<file path="src/rtl/ps2_receiver_if.sv">
// Signal bundle between a PS/2 line/consumer side and the ps2_receiver core.
// The master drives the pins and pop request; the slave (receiver) returns scan codes and status.
interface ps2_receiver_if;
   logic       ps2_clk;
   logic       ps2_data;
   logic       nextdata_n;
   logic [7:0] data;
   logic       ready;
   logic       overflow;
   logic       frame_err;

   modport master (
      output ps2_clk,
      output ps2_data,
      output nextdata_n,
      input  data,
      input  ready,
      input  overflow,
      input  frame_err
   );

   modport slave (
      input  ps2_clk,
      input  ps2_data,
      input  nextdata_n,
      output data,
      output ready,
      output overflow,
      output frame_err
   );
endinterface

</file>
<file path="src/rtl/ps2_receiver.sv">
// PS/2 frame deserialiser with start/parity/stop checking, mid-frame timeout and a
// small scan-code FIFO popped by an active-low acknowledge.
module ps2_receiver #(
   parameter int unsigned ADDR_W  = 3,
   parameter int unsigned TIMEOUT = 5000
) (
   input  logic          clk,
   input  logic          clrn,
   ps2_receiver_if.slave ps2_if
);

   localparam int unsigned DEPTH = 1 << ADDR_W;
   localparam int unsigned IW    = $clog2(TIMEOUT + 1);

   typedef enum logic {
      ST_IDLE,
      ST_SHIFT
   } state_t;

   state_t            state_q, state_d;
   logic [2:0]        sclk_q;
   logic [1:0]        sdat_q;
   logic [3:0]        cnt_q, cnt_d;
   logic [9:0]        shift_q, shift_d;
   logic [IW-1:0]     idle_q, idle_d;
   logic [ADDR_W-1:0] w_ptr_q, w_ptr_d;
   logic [ADDR_W-1:0] r_ptr_q, r_ptr_d;
   logic [7:0]        fifo_q [DEPTH];
   logic [7:0]        fifo_d [DEPTH];
   logic              overflow_q, overflow_d;
   logic              frame_err_q, frame_err_d;

   logic fall;
   logic data_sync;
   logic frame_ok;
   logic full;
   logic ready;
   logic pop;
   logic wr_en;
   logic drop;

   assign fall      = sclk_q[2] & ~sclk_q[1];
   assign data_sync = sdat_q[1];
   // Stop bit is taken straight from the line on the 11th edge, never stored.
   assign frame_ok  = ~shift_q[0] & data_sync & (^shift_q[9:1]);
   assign ready     = (w_ptr_q != r_ptr_q);
   assign full      = ((w_ptr_q + ADDR_W'(1)) == r_ptr_q);
   assign pop       = ready & ~ps2_if.nextdata_n;

   assign ps2_if.data      = fifo_q[r_ptr_q];
   assign ps2_if.ready     = ready;
   assign ps2_if.overflow  = overflow_q;
   assign ps2_if.frame_err = frame_err_q;

   always_comb begin
      state_d     = state_q;
      cnt_d       = cnt_q;
      shift_d     = shift_q;
      idle_d      = idle_q;
      frame_err_d = 1'b0;
      wr_en       = 1'b0;
      drop        = 1'b0;

      case (state_q)
         ST_IDLE: begin
            idle_d = '0;
            if (fall) begin
               shift_d[0] = data_sync;
               cnt_d      = 4'd1;
               state_d    = ST_SHIFT;
            end
         end
         ST_SHIFT: begin
            if (fall) begin
               idle_d = '0;
               if (cnt_q == 4'd10) begin
                  cnt_d   = '0;
                  state_d = ST_IDLE;
                  if (!frame_ok) begin
                     frame_err_d = 1'b1;
                  end else if (full) begin
                     drop = 1'b1;
                  end else begin
                     wr_en = 1'b1;
                  end
               end else begin
                  shift_d[cnt_q] = data_sync;
                  cnt_d          = cnt_q + 4'd1;
               end
            end else if (idle_q == IW'(TIMEOUT)) begin
               cnt_d       = '0;
               idle_d      = '0;
               frame_err_d = 1'b1;
               state_d     = ST_IDLE;
            end else begin
               idle_d = idle_q + IW'(1);
            end
         end
         default: begin
            state_d = ST_IDLE;
            cnt_d   = '0;
            idle_d  = '0;
         end
      endcase
   end

   // Full is judged on the pre-update pointers, so a concurrent pop never rescues a drop.
   always_comb begin
      fifo_d     = fifo_q;
      w_ptr_d    = w_ptr_q;
      r_ptr_d    = r_ptr_q;
      overflow_d = overflow_q;
      if (wr_en) begin
         fifo_d[w_ptr_q] = shift_q[8:1];
         w_ptr_d         = w_ptr_q + ADDR_W'(1);
      end
      if (pop) begin
         r_ptr_d    = r_ptr_q + ADDR_W'(1);
         overflow_d = 1'b0;
      end
      if (drop) begin
         overflow_d = 1'b1;
      end
   end

   always_ff @(posedge clk) begin
      if (!clrn) begin
         state_q     <= ST_IDLE;
         sclk_q      <= '1;
         sdat_q      <= '1;
         cnt_q       <= '0;
         shift_q     <= '0;
         idle_q      <= '0;
         w_ptr_q     <= '0;
         r_ptr_q     <= '0;
         overflow_q  <= 1'b0;
         frame_err_q <= 1'b0;
         for (int unsigned i = 0; i < DEPTH; i++) begin
            fifo_q[i] <= '0;
         end
      end else begin
         state_q     <= state_d;
         sclk_q      <= {sclk_q[1:0], ps2_if.ps2_clk};
         sdat_q      <= {sdat_q[0], ps2_if.ps2_data};
         cnt_q       <= cnt_d;
         shift_q     <= shift_d;
         idle_q      <= idle_d;
         w_ptr_q     <= w_ptr_d;
         r_ptr_q     <= r_ptr_d;
         overflow_q  <= overflow_d;
         frame_err_q <= frame_err_d;
         for (int unsigned i = 0; i < DEPTH; i++) begin
            fifo_q[i] <= fifo_d[i];
         end
      end
   end

endmodule

</file>
<file path="src/flat_wrapper.sv">
// flat-port wrapper written by rule: the top's interface ports become plain ports
module ps2_receiver_flat 
#(
   parameter int unsigned ADDR_W  = 3,
   parameter int unsigned TIMEOUT = 5000
)
  (clk, clrn, ps2_if_ps2_clk, ps2_if_ps2_data, ps2_if_nextdata_n, ps2_if_data, ps2_if_ready, ps2_if_overflow, ps2_if_frame_err);
  ps2_receiver_if ps2_if_i ();
  input  logic clk;
  input  logic clrn;
  input wire logic [$bits(ps2_if_i.ps2_clk)-1:0] ps2_if_ps2_clk;
  input wire logic [$bits(ps2_if_i.ps2_data)-1:0] ps2_if_ps2_data;
  input wire logic [$bits(ps2_if_i.nextdata_n)-1:0] ps2_if_nextdata_n;
  output wire logic [$bits(ps2_if_i.data)-1:0] ps2_if_data;
  output wire logic [$bits(ps2_if_i.ready)-1:0] ps2_if_ready;
  output wire logic [$bits(ps2_if_i.overflow)-1:0] ps2_if_overflow;
  output wire logic [$bits(ps2_if_i.frame_err)-1:0] ps2_if_frame_err;
  assign ps2_if_i.ps2_clk = ps2_if_ps2_clk;
  assign ps2_if_i.ps2_data = ps2_if_ps2_data;
  assign ps2_if_i.nextdata_n = ps2_if_nextdata_n;
  assign ps2_if_data = ps2_if_i.data;
  assign ps2_if_ready = ps2_if_i.ready;
  assign ps2_if_overflow = ps2_if_i.overflow;
  assign ps2_if_frame_err = ps2_if_i.frame_err;
  ps2_receiver #(.ADDR_W(ADDR_W), .TIMEOUT(TIMEOUT)) u_core (.clk(clk), .clrn(clrn), .ps2_if(ps2_if_i));
endmodule
</file>
<file path="config.mk">
export PLATFORM = sky130hd
export DESIGN_NAME = ps2_receiver_flat
export DESIGN_NICKNAME = d
export VERILOG_FILES = /design/src/rtl/ps2_receiver_if.sv /design/src/rtl/ps2_receiver.sv /design/src/flat_wrapper.sv
export SDC_FILE = /design/constraint.sdc
export NUM_CORES = 1
export LEC_CHECK = 0
export BUFFER_PORTS_ARGS = -buffer_cell sky130_fd_sc_hd__buf_2
export CAP_MARGIN = 25
export CORE_MARGIN = 5
export CORE_UTILIZATION = 34
export CTS_BUF_LIST = sky130_fd_sc_hd__clkbuf_16
export DETAILED_ROUTE_END_ITERATION = 8
export GPL_TIMING_DRIVEN = 0
export PLACE_DENSITY_LB_ADDON = 0.2
export SLEW_MARGIN = 20
export SYNTH_ARGS = -nofsm -noshare
export SYNTH_HDL_FRONTEND = slang
export SYNTH_SLANG_ARGS = --single-unit
</file>
<file path="constraint.sdc">
create_clock -name clk -period 5.9 [get_ports clk]
set_input_delay 1.18 -clock clk [delete_from_list [all_inputs] [get_ports clk]]
set_output_delay 1.18 -clock clk [all_outputs]
set_load 0.02 [all_outputs]
</file>
==> run metrics <==
final setup fails=0; power density over the cells=240 nW/um^2; number of I/O pins=16; worst reg2reg path endpoint=u_core.fifo_q[9]$_SDFFE_PN0P_; drt wl/cell=16.3 um; fin crit share=65.5%; EDFF count, synth=0; n_diodes=0; core area=14500 sq um; crit path DAT=2.68 ns; CTS tree=done; clock-pin slew on the worst setup and hold paths=0.06 ns; Commonest cells post-synth=105 x dfxtp_1, 86 x nand2_1, 76 x mux2i_1, 34 x nor2_1, 16 x mux4_2; First DRT Iteration DRCs=151; syn_nets=488; cells along the critical path=buf_2, clkbuf_1, mux4_2, mux2_2, buf_2; # DRC=0; #FFs+latches synth=105; max_cap viols=0; Slew Viols, Final=0; largest net degree at the start of global routing=16; Synth Cell Area=5050 sq um; RSZ-0062 raised after global routing=false; Initial Util=34.8%; Worst R2R Path Depth=5; gr ovfl total=0; CP delay by family, top=buffers and inverters; Total GRT Usage=13.6%; final core utilization=38.9%; Detailed Routing Iterations Pass 1=4; Slew HR=29.1%; share of Yosys cell area claimed by the top area cell type=41.6%; top cells by area, synth=dfxtp_1 42%, mux2i_1 15%, mux4_2 7.1%; hold buffer count at CTS=0; ys async rst share=0%; R2R setup slack=3.24 ns; Yosys top cell by area=dfxtp_1; YS warnings=0; Via Count=3394; CP max stage delay=0.64 ns; CTS resizes=0; Detailed Route WL=11.3 mm; worst slew pin tran=1.06 ns; CP Max Fanout=10; Root Driver=clkbuf_16; slowest CP cell=clkbuf_1; Worst Skew=0.00601 ns; hold path cells=1; Cell variety after synth=54; share of post-route cells with drive strength above 1=15.7%; status=completed; Avg Inst Size Synth=10.5 sq um; Most Frequent Cell on Critical Path=buf_2; Crit Reg-Reg Startpoint=u_core.shift_q[1]$_SDFFE_PN0P_; Area Overhead vs Synth=12.1%; Clock Tree Buf Depth=2; GP Congestion=0.763; Required @ worst endpoint=4.72 ns; buffers and inverters on the worst path=3; Max VDD drop=0.136 mV; DR vias/cell=4.90; die area=17400 sq um; CP startpoint=u_core.r_ptr_q[1]$_SDFFE_PN0P_; Post-Synthesis Cells=479; kind of critical path=reg -> out; post-route setup TNS=0 ns; first-pass GRT wire length=18.7 mm; Detailed Place HPWL=7.82 mm; Clock Latency Late Sink=0.35 ns; top-count cell post-synth=dfxtp_1; clock sink count=105; vias in the first global route=3438; HP Start=u_core.sclk_q[0]$_SDFF_PN1_; crit end category=output pin; register area share after synthesis=41.6%; Achievable Freq=0.259 GHz; Die Span X=132 um; Rows=44; worst hold path class=reg -> reg; Post-CTS Setup Inserts=0; die height=132 um; hold endpoint=u_core.sclk_q[1]$_SDFF_PN1_; predominant post-synthesis flop cell=dfxtp_1; Lkg Pwr=2.19 nW; I/O Buffers=14; Antenna Violating Nets Remaining=0; final hold vios=0; nature of the critical path startpoint=flop; Final Critical Period=3.86 ns; antenna violations before repair=0; final net count=514; cts bufs inserted=9; depth of the CTS H-tree=3
[power by group]
group          switching [mW]  total, mW  leakage [nW]  internal [mW]
registers             0.00231      0.714         0.847          0.711
clock network           0.253      0.617         0.146          0.363
logic                  0.0209     0.0294          1.20        0.00852
total                   0.276       1.36          2.19           1.08
[sequential cells by signal, indices dropped and copies added (netlist names)]
signal and count:
u_core.cnt_q 4, u_core.ps2_if.frame_err 1, u_core.sclk_q 3, u_core.idle_q 13
u_core.state_q 1, u_core.ps2_if.overflow 1, u_core.fifo_q 64, u_core.r_ptr_q 3
u_core.sdat_q 2, u_core.w_ptr_q 3, u_core.shift_q 10
[kinds of logic (layout without fill, tap and decap cells)]
group                      Yosys count  count (layout)  synth area share [%]
adders and majority gates            4               4                 0.991
DFF                                105             105                  41.6
xor gates and xnor gates            27              27                  6.49
muxes                              100             100                  24.0
buffers and inverters               35              64                  4.14
and+or+nand+nor                    178             178                  18.4
AOI/OAI and AO/OA                   30              30                  4.38
[layer usage]
metal,vias to the layer above,GRT usage [%],share of wire (%)
met1,1642,18.5,50
li1,1716,-,-
met5,-,0,0
met3,12,2.29,2.1
met4,0,5.49,1.8
met2,24,21.6,46
[how the worst max path moves through the flow]
stage | to | slack, ns | depth (start not counted)
2_1_floorplan | ps2_if_data[3] | 2.85 | 4
3_3_place_gp | ps2_if_data[5] | 2.37 | 5
3_5_place_dp | ps2_if_data[5] | 2.33 | 5
4_1_cts | ps2_if_data[5] | 1.95 | 5
5_1_grt | ps2_if_data[5] | 1.85 | 5
6_report | ps2_if_data[5] | 2.04 | 5
[final cells by class]
type / count / area, sq um
well taps: 184 / 230
multi-input cells: 339 / 2740
fillers: 1440 / 8870
clock inverters: 5 / 72.6
plain buffers: 26 / 175
flip-flops and latches: 105 / 2100
clock buffers: 9 / 225
inverters: 9 / 33.8
repair buffers: 15 / 81.3
[cell usage in the layout, fill, tap and decap left out, types with 3 or more instances in the layout]
| master | synthesis | final |
|---|---|---|
| clkbuf_8 | 5 | 5 |
| nor2_1 | 34 | 34 |
| o21ai_4 | 3 | 3 |
| nor4_1 | 3 | 3 |
| nor4_4 | 4 | 4 |
| mux2_2 | 8 | 8 |
| nor3b_1 | 4 | 4 |
| inv_1 | 9 | 9 |
| mux2i_1 | 76 | 76 |
| clkbuf_1 | 12 | 12 |
| nand4_1 | 3 | 3 |
| a21oi_1 | 10 | 10 |
| nor3_1 | 7 | 7 |
| mux4_2 | 16 | 16 |
| o21ai_0 | 8 | 8 |
| nand2b_1 | 9 | 9 |
| dfxtp_1 | 105 | 105 |
| xor2_1 | 7 | 7 |
| nand3_1 | 10 | 10 |
| nor2b_1 | 3 | 3 |
| xnor2_1 | 14 | 14 |
| nand2_1 | 86 | 86 |
| buf_2 | 4 | 18 |
| nand3b_1 | 3 | 3 |
| ha_1 | 4 | 4 |
| clkbuf_16 | 0 | 9 |
[through the flow]
step / hold slack [ns] / setup slack (ns) / total power, mW / area, sq um / std cells
finish: 0.412 / 2.04 / 1.36 / 5660 / 692
global route: 0.435 / 1.85 / 1.41 / 5660 / 692
CTS: 0.414 / 1.95 / 1.38 / 5650 / 691
detailed placement: 0.399 / 2.33 / 0.759 / 5350 / 677
global placement: 0.393 / 2.37 / 0.759 / 5350 / 677
floorplan: 0.386 / 2.85 / 0.749 / 5050 / 479
Power figures use the tool's default switching activity.
